$ cat src/rtl/philv_fetch_unit_pkg.sv
// Shared fetch-stage types and constants: default widths, PC step and fetch FSM encoding.
package philv_fetch_unit_pkg;

  localparam int unsigned Xlen       = 32;
  localparam int unsigned InstrWidth = 32;
  localparam int unsigned PcIncr     = 4;

  typedef enum logic [0:0] {
    FsIdle = 1'b0,
    FsReq  = 1'b1
  } fetch_state_e;

endpackage

$ cat src/rtl/philv_fetch_unit_fifo.sv
// Synchronous fetch buffer holding {pc, instr} entries with push/pop/flush and occupancy count.
module philv_fetch_unit_fifo #(
  parameter int unsigned Width = 64,
  parameter int unsigned Depth = 2
) (
  input  logic                     clk_i,
  input  logic                     rst_i,
  input  logic                     flush_i,
  input  logic                     push_i,
  input  logic [Width-1:0]         data_i,
  input  logic                     pop_i,
  output logic                     valid_o,
  output logic [Width-1:0]         data_o,
  output logic [$clog2(Depth):0]   count_o
);

  localparam int unsigned Aw = $clog2(Depth);
  localparam logic [Aw:0] DepthCnt = (Aw+1)'(Depth);

  logic [Width-1:0] mem_q [Depth];
  logic [Width-1:0] last_q;
  logic [Aw-1:0]    wr_ptr_q, rd_ptr_q;
  logic [Aw:0]      count_q;
  logic             push_ok, pop_ok;

  assign valid_o = (count_q != '0);
  assign pop_ok  = pop_i & valid_o;
  // A push into a full buffer is only legal when the same-cycle pop frees a slot.
  assign push_ok = push_i & ((count_q != DepthCnt) | pop_ok);

  always_ff @(posedge clk_i) begin
    if (rst_i) begin
      wr_ptr_q <= '0;
      rd_ptr_q <= '0;
      count_q  <= '0;
      last_q   <= '0;
      for (int i = 0; i < Depth; i++) begin
        mem_q[i] <= '0;
      end
    end else begin
      if (valid_o) begin
        last_q <= mem_q[rd_ptr_q];
      end
      if (flush_i) begin
        wr_ptr_q <= '0;
        rd_ptr_q <= '0;
        count_q  <= '0;
      end else begin
        if (push_ok) begin
          mem_q[wr_ptr_q] <= data_i;
          wr_ptr_q        <= wr_ptr_q + Aw'(1);
        end
        if (pop_ok) begin
          rd_ptr_q <= rd_ptr_q + Aw'(1);
        end
        count_q <= count_q + (Aw+1)'(push_ok) - (Aw+1)'(pop_ok);
      end
    end
  end

  // Output the last delivered head while empty so decode never sees stale or X data.
  assign data_o  = valid_o ? mem_q[rd_ptr_q] : last_q;
  assign count_o = count_q;

endmodule

$ cat src/rtl/philv_fetch_unit.sv
// Fetch stage: owns the fetch PC, issues one-at-a-time imem reads and buffers returned words.
module philv_fetch_unit
  import philv_fetch_unit_pkg::*;
#(
  parameter int unsigned       N           = Xlen,
  parameter int unsigned       INSTR_WIDTH = InstrWidth,
  parameter logic [N-1:0]      RESET_PC    = '0,
  parameter int unsigned       FIFO_DEPTH  = 2
) (
  input  logic                   clk,
  input  logic                   rstb,
  output logic                   imem_req,
  output logic [N-1:0]           imem_addr,
  input  logic                   imem_ack,
  input  logic [INSTR_WIDTH-1:0] imem_rdata,
  output logic                   instr_valid,
  input  logic                   instr_ready,
  output logic [INSTR_WIDTH-1:0] instr,
  output logic [N-1:0]           instr_pc,
  input  logic                   redirect_valid,
  input  logic [N-1:0]           redirect_pc,
  output logic [N-1:0]           fetch_pc
);

  localparam int unsigned CntW = $clog2(FIFO_DEPTH) + 1;
  localparam logic [CntW-1:0] DepthCnt = CntW'(FIFO_DEPTH);

  fetch_state_e    state_q, state_d;
  logic [N-1:0]    fetch_pc_q, fetch_pc_d;
  logic [N-1:0]    req_addr_q, req_addr_d;
  logic            discard_q, discard_d;
  logic            push, pop;
  logic [CntW-1:0] count, base;
  logic [N-1:0]    pc_inc, target;

  assign pop    = instr_valid & instr_ready & ~redirect_valid;
  assign pc_inc = fetch_pc_q + N'(PcIncr);
  assign target = redirect_pc & ~N'(3);
  // Occupancy after this edge, before any push; a redirect empties the buffer.
  assign base   = redirect_valid ? '0 : count - CntW'(pop);

  always_comb begin
    state_d    = state_q;
    fetch_pc_d = fetch_pc_q;
    req_addr_d = req_addr_q;
    discard_d  = discard_q;
    push       = 1'b0;
    unique case (state_q)
      FsIdle: begin
        if (redirect_valid) begin
          fetch_pc_d = target;
          req_addr_d = target;
          state_d    = FsReq;
        end else if (base < DepthCnt) begin
          req_addr_d = fetch_pc_q;
          state_d    = FsReq;
        end
      end
      FsReq: begin
        if (imem_ack) begin
          if (redirect_valid) begin
            fetch_pc_d = target;
            req_addr_d = target;
            discard_d  = 1'b0;
          end else if (discard_q) begin
            discard_d  = 1'b0;
            req_addr_d = fetch_pc_q;
          end else begin
            push       = 1'b1;
            fetch_pc_d = pc_inc;
            req_addr_d = pc_inc;
            state_d    = ((base + CntW'(1)) < DepthCnt) ? FsReq : FsIdle;
          end
        end else if (redirect_valid) begin
          // The in-flight request cannot be aborted; its word is dropped on arrival.
          fetch_pc_d = target;
          discard_d  = 1'b1;
        end
      end
      default: state_d = FsIdle;
    endcase
  end

  always_ff @(posedge clk) begin
    if (rstb) begin
      state_q    <= FsIdle;
      fetch_pc_q <= RESET_PC;
      req_addr_q <= RESET_PC;
      discard_q  <= 1'b0;
    end else begin
      state_q    <= state_d;
      fetch_pc_q <= fetch_pc_d;
      req_addr_q <= req_addr_d;
      discard_q  <= discard_d;
    end
  end

  assign imem_req  = (state_q == FsReq);
  assign imem_addr = req_addr_q;
  assign fetch_pc  = fetch_pc_q;

  philv_fetch_unit_fifo #(
    .Width (N + INSTR_WIDTH),
    .Depth (FIFO_DEPTH)
  ) u_fifo (
    .clk_i   (clk),
    .rst_i   (rstb),
    .flush_i (redirect_valid),
    .push_i  (push),
    .data_i  ({req_addr_q, imem_rdata}),
    .pop_i   (pop),
    .valid_o (instr_valid),
    .data_o  ({instr_pc, instr}),
    .count_o (count)
  );

endmodule

$ cat config.mk
export PLATFORM = sky130hd
export DESIGN_NAME = philv_fetch_unit
export DESIGN_NICKNAME = d
export VERILOG_FILES = /design/src/rtl/philv_fetch_unit_pkg.sv /design/src/rtl/philv_fetch_unit_fifo.sv /design/src/rtl/philv_fetch_unit.sv
export SDC_FILE = /design/constraint.sdc
export NUM_CORES = 1
export LEC_CHECK = 0
export CAP_MARGIN = 20
export CELL_PAD_IN_SITES_DETAIL_PLACEMENT = 2
export CELL_PAD_IN_SITES_GLOBAL_PLACEMENT = 2
export CORE_UTILIZATION = 37
export CTS_CLUSTER_SIZE = 25
export DETAILED_ROUTE_END_ITERATION = 10
export HOLD_SLACK_MARGIN = 0.1
export MAX_ROUTING_LAYER = met4
export PLACE_DENSITY_LB_ADDON = 0.1
export SKIP_LAST_GASP = 1
export SLEW_MARGIN = 0
export SYNTH_ARGS = -nofsm -noshare
export SYNTH_HDL_FRONTEND = slang
export SYNTH_SLANG_ARGS = --single-unit
$ cat constraint.sdc
create_clock -name clk -period 18.7 [get_ports clk]
set_clock_uncertainty 0.05 [all_clocks]
set_input_delay 1.87 -clock clk [delete_from_list [all_inputs] [get_ports clk]]
set_output_delay 1.87 -clock clk [all_outputs]
set_load 0.05 [all_outputs]
==> qor.yml, run 1 <==
status: "complete, no violations"
critPathRequiredTime_ps: 16780
area_growth_pct: 27.7
synthAdderAreaFrac_pct: 0.424
dp_cells: 1635
cts_hold_buf: 0
grt_antenna_before_repair: 0
fillers: 3213
cts_buffers: 30
num_rows: 65
min_path_type: "reg2reg"
timing.critical_path.slowest_stage_cell: "clkdlybuf4s50_1"
grtUsageTotal_pct: 22.5
synthTopCellsByArea: "edfxtp_1, dfxtp_1, and2_1"
final-setup-viol-count: 0
grt_pass1_wl_mm: 56.3
path_cells: "nor2_4, buf_4, nand2_1, o21ai_0, clkdlybuf4s50_1"
overflow: 0
period_share_pct: 29.5
clock-sinks: 263
ir_drop_v: 0.0000669
yosysTopAreaCellShare_pct: 32.6
wl_per_cell_um: 20.9
leakagePower_nw: 5.37
final.setup.tns_ps: 0
synth_area_per_cell_um2: 10.7
synth_edf_count: 128
post_layout_nonfiller_instances: 1690
cp-end-kind: "output pin"
core_region_area_um2: 31500
path_max_fanout: 99
synth_top_area_cell: "edfxtp_1"
maxSlewHeadroom_pct: 28.1
dieArea_um2: 32600
initialDrtViolationCount: 325
r2r-start: "u_fifo.count_o[1]"
clk_pin_slew_ps: 60
cts-resized-gates: 0
drive_gt1_share_pct: 7.92
critPathMaxStageDelay_ps: 940
die-width_um: 181
critPathLaunchType: "flop"
clk_path_buf_depth: 3
crit_type: "reg2out"
final_nets: 1338
port_buffers: 196
antenna_left: 0
yosys.area_share.xor_xnor_pct: 0.806
min_from: "imem_addr[10]"
yosys.area_share.simple_pct: 20.9
ioPinCount: 199
crit_start: "u_fifo.count_o[1]"
synth-async-reset-ratio_pct: 0
synth_common_cells: "and2_1, dfxtp_1, edfxtp_1, nand2_1, o21ai_0"
synth_top_family_by_area: "simple AND/OR/NAND/NOR gates"
yosys_warnings: 0
tightest_slew_ps: 1070
yosysMostFrequentCell: "and2_1"
yosys-mux-area-fraction_pct: 8.03
cts_tree: "yes"
netlist_instances: 1102
grt_pass1_vias: 9763
yosysSeqAreaShare_pct: 55.5
vias_per_cell: 5.32
syn-cell-area_um2: 11800
synthFlopType: "dfxtp_1"
powerDensity_nw_per_um2: 94.2
synthesis.nets: 1175
grt_setup_unrepaired: "no"
antenna_cells: 0
first_pass_iters: 5
max_freq_mhz: 181
die_h_um: 181
cp.arrival_ps: 3600
wl_mm: 35.3
clk_latency_ps: 550
place.gp.congestion: 0.783
drcViolationCount: 0
postCtsSetupRepairBufs: 0
finalCriticalPeriod_ps: 5520
grt_max_degree: 100
ys_ff_latch: 263
cts_root_buffer: "clkbuf_16"
synth_compound_area_share_pct: 10.9
hold_violations: 0
hpwl_mm: 22.8
synthDistinctLibCells: 73
drv_cap: 0
start_util_pct: 37.5
cts_max_level: 1
vias: 8999
maxSlewViolCount: 0
==> routing by layer <==
layer | vias to the layer above | wire [um] | track usage, %
met1 | 4518 | 15900 | 28.3
li1 | 4243 | - | -
met2 | 194 | 17500 | 38.7
met5 | - | 0 | -
met3 | 44 | 1230 | 2.51
met4 | 0 | 635 | 5.37
==> logic make-up (layout without fill, tap and decap cells) <==
logic type / after synthesis / in the layout
and+or+nand+nor: 435 / 435
DFF: 263 / 263
AOI/OAI and AO/OA: 203 / 203
buffers and inverters: 94 / 280
muxes: 93 / 93
xor gates and xnor gates: 10 / 10
adders and majority gates: 4 / 4
==> worst max-delay path: cells and delay by family, from the launching register on <==
family / cells / cell delay [ps]
buffers and inverters: 2 / 1770
and+or+nand+nor: 2 / 730
AOI/OAI and AO/OA: 1 / 140
DFF: 1 / 400
==> per-stage QoR <==
step           setup slack, ps  hold WS (ps)  utilization (%)  area (um2)  total power, W
2_1_floorplan            11120           470                -       11800        0.000751
3_3_place_gp             13250           419             44.6       14000        0.000813
3_5_place_dp             13230           435             44.6       14000        0.000817
4_1_cts                  13070           443             47.9       15100         0.00144
5_1_grt                  12900           479             47.9       15100         0.00147
6_report                 13180           435             47.9       15100         0.00142
==> where the power goes <==
part	switching, W	leakage, nW	internal, W
Combinational	0.000101	2.41	0.0000555
Sequential	0.0000207	2.44	0.000627
Clock	0.000237	0.521	0.000379
==> registers in the layout (all words and copies together), names as in the netlist, named ones only <==
signal and flops:
u_fifo.count_o 2, fetch_pc 32, u_fifo.wr_ptr_q 1, discard_q 1
u_fifo.last_q 64, u_fifo.mem_q 128, imem_req 1, imem_addr 32
u_fifo.rd_ptr_q 1
==> cell usage in the layout, fill, tap and decap left out, drive strengths merged, types with 16 or more instances in the layout <==
cell type / netlist / layout
nor2: 30 / 30
clkdlybuf4s50: 0 / 194
nor3: 17 / 17
inv: 17 / 17
nand4: 16 / 16
and2: 198 / 198
o21ai: 86 / 86
edfxtp: 128 / 128
a21oi: 36 / 36
nand2: 109 / 109
clkbuf: 47 / 40
nand3: 21 / 21
dfxtp: 135 / 135
mux2i: 80 / 80
==> final cells by class <==
| type | instances | area (um2) | area share (%) |
|---|---|---|---|
| repair buffers | 207 | 2030 | 13.5 |
| clock buffers | 40 | 870 | 5.77 |
| well taps | 402 | 503 | 3.34 |
| flip-flops and latches | 263 | 6550 | 43.5 |
| inverters | 18 | 67.6 | 0.448 |
| clock inverters | 15 | 171 | 1.14 |
| multi-input cells | 745 | 4880 | 32.4 |
==> path summary, 6_finish.rpt <==
check	cells past startpoint	slack (ps)	to
max	5	13180	instr_pc[17]
min	2	430	imem_addr[10]
max reg2reg	10	14020	imem_addr[7]
min reg2reg	2	430	imem_addr[10]
No activity file was read; power rests on OpenSTA's default activity.
==> run 2: changes to the inputs <==
--- a/config.mk
+++ b/config.mk
@@ -8,7 +8,7 @@
 export CAP_MARGIN = 20
 export CELL_PAD_IN_SITES_DETAIL_PLACEMENT = 2
 export CELL_PAD_IN_SITES_GLOBAL_PLACEMENT = 2
-export CORE_UTILIZATION = 37
+export CORE_UTILIZATION = 34
 export CTS_CLUSTER_SIZE = 25
 export DETAILED_ROUTE_END_ITERATION = 10
 export HOLD_SLACK_MARGIN = 0.1
==> constraint.sdc (replaced) <==
create_clock -name clk -period 5.7 [get_ports clk]
set_clock_uncertainty 0.05 [all_clocks]
set_input_delay 0.57 -clock clk [delete_from_list [all_inputs] [get_ports clk]]
set_output_delay 0.57 -clock clk [all_outputs]
set_load 0.05 [all_outputs]
==> run 2 against run 1 <==
Effect of this change:
- sequential cell count did not move
- clock power rose to 3.2 times the previous value
- die area rose by 8.7%
- setup slack got worse by 12000 ps
- register-to-register slack got worse by 12000 ps
- clock-buffer cell count rose by 8
==> qor.yml, run 2 (same netlist as run 1, synthesis figures left out) <==
critPathLaunchType: "flop"
antenna_cells: 0
port_buffers: 196
reg_top3: "u_fifo.mem_q (128), u_fifo.last_q (64)"
final_common_cell: "and2_1"
ioPinCount: 199
powerDensity_nw_per_um2: 305
first_pass_iters: 4
initialDrtViolationCount: 353
crit_type: "reg2out"
place.gp.congestion: 0.783
clk_latency_ps: 560
postCtsSetupRepairBufs: 0
cts-resized-gates: 0
leakagePower_nw: 5.36
fillers: 3550
status: "complete, no violations"
critPathRequiredTime_ps: 5080
maxSlewHeadroom_pct: 27.4
wl_per_cell_um: 20.7
cp-end-kind: "output pin"
finalCriticalPeriod_ps: 4090
multi_input_area_um2: 4880
maxSlewViolCount: 0
grtUsageTotal_pct: 20.8
final.setup.tns_ps: 0
hold_violations: 0
grt_max_degree: 67
final-setup-viol-count: 0
tightest_slew_ps: 1080
clk_pin_slew_ps: 60
final_cell_mix: "and2_1, clkdlybuf4s50_1, dfxtp_1, edfxtp_1, nand2_1"
drv_cap: 0
grt_pass1_vias: 9609
cp.arrival_ps: 3470
drcViolationCount: 0
wl_mm: 36.0
clock-sinks: 263
largest_reg_flops: 128
antenna_left: 0
r2r_cells: 10
num_rows: 67
hold_depth: 3
dieArea_um2: 35500
dp_cells: 1685
area_growth_pct: 28.2
cts_root_buffer: "clkbuf_16"
min_path_type: "in2reg"
hpwl_mm: 23.5
top_register: "u_fifo.mem_q"
period_share_pct: 71.7
drive_gt1_share_pct: 7.64
grt_antenna_before_repair: 0
vias_per_cell: 5.17
grt_pass1_wl_mm: 56.4
cts_tree: "yes"
cts_max_level: 1
start_util_pct: 34.8
clk_path_buf_depth: 3
overflow: 0
final_area_um2: 15100
vias: 9006
post_layout_nonfiller_instances: 1743
regArea_um2: 6550
placement.cell_area_um2: 14100
die-width_um: 188
die_h_um: 188
max_freq_mhz: 245
cts_buffers: 31
cts_hold_buf: 0
grt_setup_unrepaired: "no"
ir_drop_v: 0.000234
path_max_fanout: 66
core_region_area_um2: 33900
final_nets: 1343
run 2: changes by cell type in the layout (fill, tap and decap cells not counted):
cell and delta:
clkbuf_1 +10, clkinv_2 -5, inv_6 +1, buf_4 +4, clkbuf_8 -2, bufinv_16 -1
run 2: final timing paths:
kind,to,startpoint,slack (ps)
worst max register to register,imem_addr[25],u_fifo.count_o[1],1940
worst min-delay path,fetch_pc[9],redirect_valid,390
worst max-delay path,instr_pc[17],u_fifo.count_o[1],1610
worst min register to register,imem_addr[1],imem_addr[1],430
run 2: area by class of cell:
class	instances	area share, %
timing repair buffer	211	13.6
tap	448	3.71
clock buffer	48	5.82
clock inverter	10	0.827
multi-input combinational	745	32.2
sequential	263	43.3
inverter	18	0.447
run 2: per-stage QoR:
step	power [W]	worst slack [ps]	hold slack (ps)	utilization, %
finish	0.00462	1610	392	44.7
global route	0.00480	1340	382	44.7
CTS	0.00468	1550	362	44.7
detailed placement	0.00269	1850	433	41.7
global placement	0.00267	1930	420	41.7
floorplan	0.00246	1100	470	-
run 2: where the power goes:
| group | internal, W | switching [W] |
|---|---|---|
| sequential | 0.00206 | 0.0000682 |
| combinational | 0.000183 | 0.000333 |
| clock | 0.00119 | 0.000789 |
run 2: critical path, cell delays in order, from the launching register on:
cell and delay (ps):
dfxtp_1 390, nor2_4 120, buf_4 530, buf_4 630, nand2_1 130, o21ai_0 120
clkdlybuf4s50_1 920
run 2: routing by layer:
layer | global-route usage [%] | up-vias | part of all wire [%]
met5 | - | - | 0
met2 | 35.4 | 174 | 50
met1 | 26.8 | 4529 | 46
li1 | - | 4267 | -
met4 | 3.85 | 0 | 1.5
met3 | 2.61 | 36 | 3.3
